### config.mk
export PLATFORM = sky130hd
export DESIGN_NAME = sub_result_bcd_conv
export DESIGN_NICKNAME = d
export VERILOG_FILES = /design/src/rtl/sub_result_bcd_conv.sv
export SDC_FILE = /design/constraint.sdc
export NUM_CORES = 1
export LEC_CHECK = 0
export ABC_CLOCK_PERIOD_IN_PS = 1500
export BUFFER_PORTS_ARGS = -buffer_cell sky130_fd_sc_hd__buf_2
export CAP_MARGIN = 20
export CORE_MARGIN = 10
export CORE_UTILIZATION = 40
export DETAILED_ROUTE_END_ITERATION = 8
export PLACE_DENSITY = 0.59
export SLEW_MARGIN = 10
export SYNTH_ARGS = -nofsm -noshare
export SYNTH_HDL_FRONTEND = slang
export SYNTH_SLANG_ARGS = --single-unit
### constraint.sdc
create_clock -name clk -period 1.5 [get_ports clk]
set_input_delay 0.075 -clock clk [delete_from_list [all_inputs] [get_ports clk]]
set_output_delay 0.075 -clock clk [all_outputs]
set_load 0.1 [all_outputs]
### src/rtl/sub_result_bcd_conv.sv
// -----------------------------------------------------------------------------
// sub_result_bcd_conv
//
// Sequential binary-to-BCD converter that sits directly after the 9-bit ripple
// subtractor. It takes the subtractor difference and borrow and splits them
// into a sign and a magnitude. It then converts the magnitude into DIGITS BCD
// digits using double-dabble (add-3, then shift), one magnitude bit per clock.
//
// Ports
//   clk     in   1          single clock, rising edge
//   rst     in   1          synchronous active-high reset (also aborts a run)
//   start   in   1          conversion request, sampled only while idle
//   diff    in   WIDTH      subtractor difference (two's-complement low bits)
//   borrow  in   1          subtractor borrow, 1 = result negative
//   bcd     out  4*DIGITS   result digits, [3:0]=ones, [7:4]=tens, ...
//   neg     out  1          result sign, 1 = negative (never negative zero)
//   busy    out  1          conversion in progress
//   done    out  1          one-cycle pulse, bcd/neg were just updated
//   blank   out  DIGITS     leading-zero blanking flags
//                           (present only with BCD_LEADING_ZERO_BLANK_EN)
//
// Optional feature macro: BCD_LEADING_ZERO_BLANK_EN
//   When defined, the module adds the blank port. It is loaded together with
//   bcd. blank[i] is set when digit i and every higher digit are zero. The
//   ones digit is never blanked.
//
// Timing: start accepted on edge E0 -> done and new bcd after edge E0+WIDTH.
// -----------------------------------------------------------------------------
module sub_result_bcd_conv #(
    parameter int WIDTH  = 9,
    parameter int DIGITS = 3
) (
    input  logic                clk,
    input  logic                rst,
    input  logic                start,
    input  logic [WIDTH-1:0]    diff,
    input  logic                borrow,
    output logic [4*DIGITS-1:0] bcd,
    output logic                neg,
    output logic                busy,
    output logic                done
`ifdef BCD_LEADING_ZERO_BLANK_EN
    ,
    output logic [DIGITS-1:0]   blank
`endif
);

    localparam int BW = 4 * DIGITS;
    localparam int CW = $clog2(WIDTH + 1);
    localparam logic [CW-1:0] LAST_CNT = CW'(WIDTH - 1);

    localparam logic [0:0] ST_IDLE  = 1'b0;
    localparam logic [0:0] ST_SHIFT = 1'b1;

    logic [0:0]       r_state;
    logic [WIDTH-1:0] r_mag;
    logic [BW-1:0]    r_scratch;
    logic [CW-1:0]    r_count;
    logic             r_neg_pend;
    logic [BW-1:0]    r_bcd;
    logic             r_neg;
    logic             r_busy;
    logic             r_done;

    logic [WIDTH-1:0] w_mag_in;
    logic             w_neg_in;
    logic [BW-1:0]    w_adj;
    logic [BW-1:0]    w_scratch_next;
    logic [WIDTH-1:0] w_mag_next;

    // Magnitude of the subtraction result. The borrow means the difference
    // bits are the two's complement of |x-y|, so negate them modulo 2**WIDTH.
    assign w_mag_in = borrow ? (~diff + WIDTH'(1)) : diff;
    // A zero magnitude is always reported positive.
    assign w_neg_in = borrow & (w_mag_in != '0);

    // Add-3 correction. Any digit of 5 or more would reach 10 or more after
    // the shift, so pre-adding 3 makes the shift carry into the next digit.
    genvar gi;
    generate
        for (gi = 0; gi < DIGITS; gi++) begin : g_adj
            assign w_adj[4*gi +: 4] = (r_scratch[4*gi +: 4] >= 4'd5)
                                    ? (r_scratch[4*gi +: 4] + 4'd3)
                                    : r_scratch[4*gi +: 4];
        end
    endgenerate

    // Shift {scratch, mag} left by one. The MSB of the magnitude enters the
    // ones digit.
    assign w_scratch_next = {w_adj[BW-2:0], r_mag[WIDTH-1]};
    assign w_mag_next     = {r_mag[WIDTH-2:0], 1'b0};

`ifdef BCD_LEADING_ZERO_BLANK_EN
    logic [DIGITS-1:0] w_blank;
    logic [DIGITS-1:0] r_blank;

    // The ones digit is always shown, so that a value of 0 still displays.
    assign w_blank[0] = 1'b0;
    generate
        for (gi = 1; gi < DIGITS; gi++) begin : g_blank
            assign w_blank[gi] = (w_scratch_next[BW-1:4*gi] == '0);
        end
    endgenerate
`endif

    always_ff @(posedge clk) begin
        if (rst) begin
            r_state    <= ST_IDLE;
            r_mag      <= '0;
            r_scratch  <= '0;
            r_count    <= '0;
            r_neg_pend <= 1'b0;
            r_bcd      <= '0;
            r_neg      <= 1'b0;
            r_busy     <= 1'b0;
            r_done     <= 1'b0;
`ifdef BCD_LEADING_ZERO_BLANK_EN
            r_blank    <= '0;
`endif
        end else begin
            r_done <= 1'b0;
            if (r_state == ST_IDLE) begin
                if (start) begin
                    r_mag      <= w_mag_in;
                    r_neg_pend <= w_neg_in;
                    r_scratch  <= '0;
                    r_count    <= '0;
                    r_busy     <= 1'b1;
                    r_state    <= ST_SHIFT;
                end
            end else begin
                r_scratch <= w_scratch_next;
                r_mag     <= w_mag_next;
                r_count   <= r_count + CW'(1);
                // This edge performs the final shift. Publish the result
                // here so the outputs never show a partial value.
                if (r_count == LAST_CNT) begin
                    r_bcd   <= w_scratch_next;
                    r_neg   <= r_neg_pend;
                    r_done  <= 1'b1;
                    r_busy  <= 1'b0;
                    r_state <= ST_IDLE;
`ifdef BCD_LEADING_ZERO_BLANK_EN
                    r_blank <= w_blank;
`endif
                end
            end
        end
    end

    assign bcd  = r_bcd;
    assign neg  = r_neg;
    assign busy = r_busy;
    assign done = r_done;
`ifdef BCD_LEADING_ZERO_BLANK_EN
    assign blank = r_blank;
`endif

endmodule
==> flow_summary.toml, run 1 <==
[synthesis]
synth.distinct_cells = 32
synth-main-ff-cell = "dfxtp_1"
synthTopCellsByArea = "dfxtp_1 (40%), a21oi_1 (7.4%), nand2_1 (5.7%), nor2_1 (5.7%), ha_1 (5.3%)"
async_flop_share = 0
synth_nets = 286
synth.top_cell.area_share = 0.3983
synthTopCellsByCount = "dfxtp_1 (42), nand2_1 (32), nor2_1 (32)"
synth_edf_count = 0
synth_top_area_cell = "dfxtp_1"
yosys.cell_count.top_type = "dfxtp_1"
synthesis.area_um2 = 2111
yosysWarnings = 0
syn_inst = 264
synth_seq_cells = 42
avgSynthCellArea_um2 = 7.995
ys_seq_area_frac = 0.3983

[pwr]
ir_drop_uv = 365.4
total_power_mw = 2.210
powerDensity_nw_per_um2 = 826.1
leakage_nw = 1.092

[place]
placed_area_um2 = 2501
gp_congestion = 0.8138
port-buffer-count = 27
placed_cells_incl_taps = 375
dp_hpwl_um = 3509

[global_routing]
grt_pass1_vias = 1930
grt_max_degree = 20
grt_pass1_wl_um = 8383
globalRouteOverflowTotal = 0
antenna_found_initial = 0
grtUsageTotal = 0.1161

[critical_path]
slowest_delay_ps = 340
end_kind = "flip-flop"
crit_slowest_cell = "dfxtp_2"
critical_path_class = "reg -> reg"
crit_required_ps = 1730
critPathArrivalTime_ps = 1660
cp_cell_sequence = "inv_2 > ha_1 > nand2b_4 > a21oi_4 > mux2i_2 > nand2_1 > a21oi_1"
startpoint_type = "flip-flop"
cp_max_fo = 4
r2r_cells = 7

[min_path]
hp-class = "in -> reg"
whs_path_depth = 4

[clock_network]
clk_path_buf_depth = 2
clk_pin_slew_worst_paths_ps = 80
cts_tree = "done"
cts_made_buffers = 5
clkLatencyLatePin_ps = 300
htreeDepth = 2
clkSinkCount = 42
root_buffer = "clkbuf_8"

[finish]
nets = 335
fin_util = 0.5238
antenna_cells = 0
fin_cells = 384
final_cell_area_um2 = 2675
syn2layout_area_growth_pct = 26.73
drive_above_1_share = 0.2707

[floorplan]
core_area_um2 = 5107
dieArea_um2 = 8582
die_y_um = 92.64
die_w_um = 92.64
num_io_pins = 28
start_util = 0.4133
rows = 26

[timing]
min_period_ps = 1436
period_share = 0.9575
setup_viol_count_final = 0
fin_skew_ps = 8.492
slew_viol_final = 0
whs_ps = 144.2
fmax_mhz = 696.3
tightest_slew_ps = 493.2
final-hold-violation-count = 0
slew_headroom = 0.6735

[drt]
via_per_inst = 5.021
routed.top_layer = "met4"
wl_per_cell_um = 12.24
antenna_left = 0
vias = 1928
dr.pass1.iters = 4
m1WireLength_um = 2180
route.met3.wl_um = 220
met2_length_um = 2234
drt_iter0_drc = 106
drcViolationCount = 0
drt-total-wl_um = 4702

[flow_run]
cap_violations = 0

[status]
status = "complete, no violations"
## stage by stage
stage	setup slack (ps)	setup TNS (ps)
6_report	63.80	0
5_1_grt	-4.301	-4.301
4_1_cts	2.386	0
3_5_place_dp	-135.7	-285.8
3_3_place_gp	-92.23	-139.1
2_1_floorplan	2.696	0
## timing repair
action	in CTS	in global routing
gates resized for setup	2	15
pin swaps	2	4
buffers inserted	0	1
hold buffers	0	0
gates cloned	0	0
setup endpoints to repair	3	11
## path summary, 6_finish.rpt
kind | startpoint | endpoint | slack (ps)
worst min-delay path | diff[0] | r_mag[0] | 140
worst max register to register | r_scratch[1] | bcd[2] | 60
worst min register to register | bcd[10] | bcd[10] | 450
worst max-delay path | r_scratch[1] | bcd[2] | 60
## critical path, delay by kind of cell, from the launching register on
| family | cells | cell delay [ps] |
|---|---|---|
| DFF | 1 | 340 |
| and+or+nand+nor | 2 | 240 |
| buffers and inverters | 1 | 50 |
| muxes | 1 | 260 |
| AOI/OAI and AO/OA | 2 | 300 |
| adders and majority gates | 1 | 180 |
## sequential cells by signal, indices dropped and copies added, names as in the netlist
name and flops:
r_neg_pend 1, r_count 4, neg 1, r_mag 9
bcd 12, r_state 1, r_scratch 12, busy 1
done 1
## layout by cell type (no fill, tap or decap), types with 5 or more instances in the layout
cell type   n
a21oi_1    27
buf_2      27
buf_4      32
clkbuf_8    6
dfxtp_1    38
ha_1        8
inv_1       9
mux2i_1     9
nand2_1    32
nand3_1     5
nor2_1     32
nor3_1     13
nor3b_1     6
o21ai_0    12
## metal layers
metal | global-route usage | vias up
met5 | 0 | -
met4 | 0.04242 | 0
met3 | 0.03551 | 5
met2 | 0.1947 | 27
met1 | 0.1364 | 891
li1 | - | 1005
## cell type report
type	instances	area (um^2)
clock buffers	6	82.58
clock inverters	2	12.51
fillers	520	2432
inverters	10	37.54
multi-input cells	195	1234
flip-flops and latches	42	845.8
well taps	70	87.58
repair buffers	59	375.4
## where the power goes
group | switching [mW] | leakage (nW) | internal, mW
Combinational | 0.159 | 0.702 | 0.126
Clock | 0.390 | 0.0472 | 0.370
Sequential | 0.0214 | 0.343 | 1.14
Total | 0.570 | 1.09 | 1.64
## kinds of logic after synthesis
logic type,share of synthesized area
xor+xnor,0.04149
flops,0.3983
compound gates,0.1749
simple gates,0.2359
fa+ha+maj,0.05335
buf+inv,0.04860
mux,0.04742
Power figures use the tool's default switching activity.
==> run 2: changes to the inputs <==
--- a/config.mk
+++ b/config.mk
@@ -8,6 +8,7 @@
 export ABC_CLOCK_PERIOD_IN_PS = 1500
 export BUFFER_PORTS_ARGS = -buffer_cell sky130_fd_sc_hd__buf_2
 export CAP_MARGIN = 20
+export CORE_ASPECT_RATIO = 0.9
 export CORE_MARGIN = 10
 export CORE_UTILIZATION = 40
 export DETAILED_ROUTE_END_ITERATION = 8
==> flow_summary.toml, run 2 (synthesis results as in run 1) <==
[drt]
dr.pass1.iters = 4
drcViolationCount = 0
antenna_left = 0
wl_per_cell_um = 12.45
drt_iter0_drc = 53
via_per_inst = 5.056
vias = 1911
drt-total-wl_um = 4705

[critical_path]
crit_required_ps = 1730
crit_slowest_cell = "dfxtp_2"
worst-path-buf-inv = 1
critical_path_class = "reg -> reg"
startpoint_type = "flip-flop"
end_kind = "flip-flop"
slowest_delay_ps = 330
crit_family = "flip-flops"
critPathArrivalTime_ps = 1620
cp_cell_sequence = "inv_2 > ha_2 > nand2b_4 > a21oi_4 > mux2i_2 > nand2_1 > a21oi_1"
cp_max_fo = 4

[timing]
finalWorstSetupSlack_ps = 106.9
period_share = 0.9288
slew_headroom = 0.6728
setup_viol_count_final = 0
fin_skew_ps = 4.846
slew_viol_final = 0
tightest_slew_ps = 494.2
finalSetupTns_ps = 0
fmax_mhz = 717.8
min_period_ps = 1393
final-hold-violation-count = 0

[clock_network]
cts_made_buffers = 5
htreeDepth = 2
clkSinkCount = 42
clk_pin_slew_worst_paths_ps = 80
cts_tree = "done"
root_buffer = "clkbuf_8"
clkLatencyLatePin_ps = 290
clk_path_buf_depth = 2

[min_path]
hp-class = "in -> reg"

[finish]
nets = 332
drive_above_1_share = 0.2701
mostFrequentLayoutCells = "dfxtp_1 (37), nor2_1 (32), nand2_1 (32)"
antenna_cells = 0
final_common_cell = "dfxtp_1"
num-fill-cells = 496
syn2layout_area_growth_pct = 26.85

[floorplan]
die_y_um = 88.92
die_w_um = 96.57
rows = 25
core_area_um2 = 5192
start_util = 0.4065
num_io_pins = 28
dieArea_um2 = 8587

[place]
port-buffer-count = 27
gp_congestion = 0.7569
dp_hpwl_um = 3512
pre_cts_ws_ps = -140.5

[global_routing]
grt_pass1_vias = 1793
grt_pass1_wl_um = 8017
grtUsageTotal = 0.1160
antenna_found_initial = 0
grt_max_degree = 33
globalRouteOverflowTotal = 0

[pwr]
total_power_mw = 2.324
ir_drop_uv = 579.0
leakage_nw = 1.065
powerDensity_nw_per_um2 = 867.8

[flow_run]
cap_violations = 0

[status]
status = "complete, no violations"
-- run 2: cell count changes in the layout (fill, tap and decap cells not counted), sizes merged --
| cell | previous run | this run |
|---|---|---|
| buf | 59 | 56 |
| clkinv | 1 | 0 |
| clkbuf | 6 | 7 |
| bufinv | 0 | 1 |
| clkinvlp | 1 | 0 |
-- run 2: metal layers --
layer / part of all wire / track usage / vias to the layer above
met5: 0 / 0 / -
met3: 0.041 / 0.02939 / 7
met4: 0.014 / 0.04354 / 0
li1: - / - / 1002
met2: 0.46 / 0.1954 / 29
met1: 0.48 / 0.1382 / 873
-- run 2: final timing paths --
kind,cells past startpoint,startpoint,end,slack (ps)
max,7,r_scratch[1],bcd[2],110
min,2,rst,r_scratch[6],140
min reg2reg,2,bcd[0],bcd[0],450
max reg2reg,7,r_scratch[1],bcd[2],110
-- run 2: where the power goes --
group / internal (mW) / total, mW / switching, mW
sequential: 1.14 / 1.16 / 0.0197
combinational: 0.129 / 0.291 / 0.162
clock: 0.498 / 0.869 / 0.371
-- run 2: final cells by class --
cell class | count | area [um^2] | area share
repair buffers | 56 | 377.9 | 0.1411
flip-flops and latches | 42 | 847.1 | 0.3164
inverters | 10 | 37.54 | 0.01402
well taps | 67 | 83.83 | 0.03131
clock buffers | 7 | 76.32 | 0.02850
clock inverters | 1 | 30.03 | 0.01121
multi-input cells | 195 | 1225 | 0.4575
-- run 2: metrics by stage --
step	util	area, um^2	hold WS (ps)	std cells
final	0.5157	2678	144.6	378
after detailed placement	0.4814	2500	443.0	369
after global routing	0.5157	2678	153.4	378
after global placement	0.4814	2500	438.9	369
after CTS	0.5034	2614	141.8	377
after floorplan	-	2111	222.2	264
-- run 2: timing repair --
action / in CTS / in global routing
pin swaps: 0 / 5
buffers inserted: 0 / 1
cloned: 0 / 0
setup endpoints to repair: 4 / 14
hold buffers: 0 / 0
resized for setup: 2 / 20
-- run 2: worst register-to-register path, stage by stage (launching register included) --
cell	delay, ps
dfxtp_2	330
inv_2	60
ha_2	170
nand2b_4	150
a21oi_4	160
mux2i_2	270
nand2_1	80
a21oi_1	110
==> run 3: changes to the inputs <==
--- a/config.mk
+++ b/config.mk
@@ -5,14 +5,14 @@
 export SDC_FILE = /design/constraint.sdc
 export NUM_CORES = 1
 export LEC_CHECK = 0
-export ABC_CLOCK_PERIOD_IN_PS = 1500
+export ABC_CLOCK_PERIOD_IN_PS = 1600
 export BUFFER_PORTS_ARGS = -buffer_cell sky130_fd_sc_hd__buf_2
 export CAP_MARGIN = 20
 export CORE_ASPECT_RATIO = 0.9
 export CORE_MARGIN = 10
 export CORE_UTILIZATION = 40
 export DETAILED_ROUTE_END_ITERATION = 8
-export PLACE_DENSITY = 0.59
+export PLACE_DENSITY = 0.57
 export SLEW_MARGIN = 10
 export SYNTH_ARGS = -nofsm -noshare
 export SYNTH_HDL_FRONTEND = slang
==> constraint.sdc (replaced) <==
create_clock -name clk -period 1.6 [get_ports clk]
set_input_delay 0.08 -clock clk [delete_from_list [all_inputs] [get_ports clk]]
set_output_delay 0.08 -clock clk [all_outputs]
set_load 0.1 [all_outputs]
==> flow_summary.toml, run 3 (synthesis results as in run 1) <==
[status]
status = "complete, no violations"

[place]
gp_congestion = 0.7965
port-buffer-count = 27
dp_hpwl_um = 3460
placed_cells_incl_taps = 360

[min_path]
min-delay-start = "diff[0]"
hp-class = "in -> reg"
whs_path_depth = 3
min_to = "r_mag[0]"

[global_routing]
grtUsageTotal = 0.1165
globalRouteOverflowTotal = 0
grt_pass1_vias = 1768
grt_pass1_wl_um = 7941
grt_max_degree = 29
antenna_found_initial = 0

[clock_network]
cts_made_buffers = 5
post-cts-setup-buffers = 0
clk_pin_slew_worst_paths_ps = 80
root_buffer = "clkbuf_8"
htreeDepth = 2
clk_path_buf_depth = 2
cts_tree = "done"
holdBufCountCts = 0
clkSinkCount = 42
clkLatencyLatePin_ps = 300

[finish]
num-fill-cells = 537
fin_util = 0.4935
nets = 322
mostFrequentLayoutCells = "dfxtp_1 (41), nor2_1 (32), nand2_1 (32)"
fin_cells = 368
final_common_cell = "dfxtp_1"
syn2layout_area_growth_pct = 21.40
antenna_cells = 0
drive_above_1_share = 0.2027

[floorplan]
die_y_um = 88.92
dieArea_um2 = 8587
die_w_um = 96.57
rows = 25
num_io_pins = 28
start_util = 0.4065
core_area_um2 = 5192

[timing]
slew_headroom = 0.6748
final-hold-violation-count = 0
period_share = 0.9497
rsz0062_at_grt = "false"
setup_viol_count_final = 0
finalSetupTns_ps = 0
tightest_slew_ps = 491.2
whs_ps = 79.17
slew_viol_final = 0
fmax_mhz = 658.1
fin_skew_ps = 3.940
min_period_ps = 1519

[drt]
antenna_left = 0
drt-total-wl_um = 4829
drt_iter0_drc = 138
drcViolationCount = 0
vias = 1883
via_per_inst = 5.117
dr.pass1.iters = 4
wl_per_cell_um = 13.12

[critical_path]
crit_family = "flip-flops"
critical_path_class = "reg -> reg"
crit_required_ps = 1840
cp_max_fo = 4
r2r_cells = 7
slowest_delay_ps = 330
r2r_slack_ps = 80
cp_cell_sequence = "inv_1 > ha_1 > nand2b_1 > a21oi_2 > mux2i_1 > a21oi_1 > nor2_1"
startpoint_type = "flip-flop"
critPathArrivalTime_ps = 1760
crit_slowest_cell = "dfxtp_1"
crit_start = "r_scratch[1]"
reg2reg_to = "r_scratch[2]"
end_kind = "flip-flop"
r2r-start = "r_scratch[1]"
worst-path-buf-inv = 1

[flow_run]
cap_violations = 0

[pwr]
ir_drop_uv = 388.2
powerDensity_nw_per_um2 = 931.6
leakage_nw = 1.034
total_power_mw = 2.387
## run 3: metrics by stage
stage	worst slack [ps]	cell area, um^2
final	80.54	2562
after global routing	8.312	2562
after CTS	33.05	2550
after detailed placement	-37.91	2407
after global placement	3.272	2407
after floorplan	102.7	2111
## run 3: timing repair
item                                   CTS  global route
endpoints found under the hold margin    0             0
gates resized for setup                  0             5
setup endpoints to repair                0             7
## run 3: cell type report
class / instances / area, um^2 / area share
inverters: 10 / 37.54 / 0.01465
clock inverters: 2 / 60.06 / 0.02344
repair buffers: 46 / 277.8 / 0.1084
well taps: 67 / 83.83 / 0.03271
flip-flops and latches: 42 / 842.1 / 0.3286
multi-input cells: 195 / 1179 / 0.4600
clock buffers: 6 / 82.58 / 0.03223
## run 3: where the power goes
part	internal (mW)	switching [mW]	total, mW
logic	0.103	0.146	0.248
clock network	0.666	0.379	1.05
registers	1.07	0.0215	1.09
total	1.84	0.547	2.39
## run 3: tightest hold or removal path: stages
cell and delay [ps]:
buf_2 110, mux2i_1 70, nor2_1 80
## run 3: routing by layer
| metal | vias up | track usage | share of wire |
|---|---|---|---|
| li1 | 980 | - | - |
| met1 | 857 | 0.1462 | 0.51 |
| met2 | 38 | 0.1748 | 0.42 |
| met3 | 8 | 0.03694 | 0.049 |
| met4 | 0 | 0.05937 | 0.024 |
| met5 | - | 0 | 0 |
## run 3: worst max path at each step
stage,end,slack [ps],depth (start not counted)
CTS,r_scratch[2],30,7
finish,r_scratch[2],80,7
detailed placement,r_neg_pend,-40,6
global placement,r_neg_pend,3,6
global route,bcd[6],8,7
floorplan,bcd[10],100,7
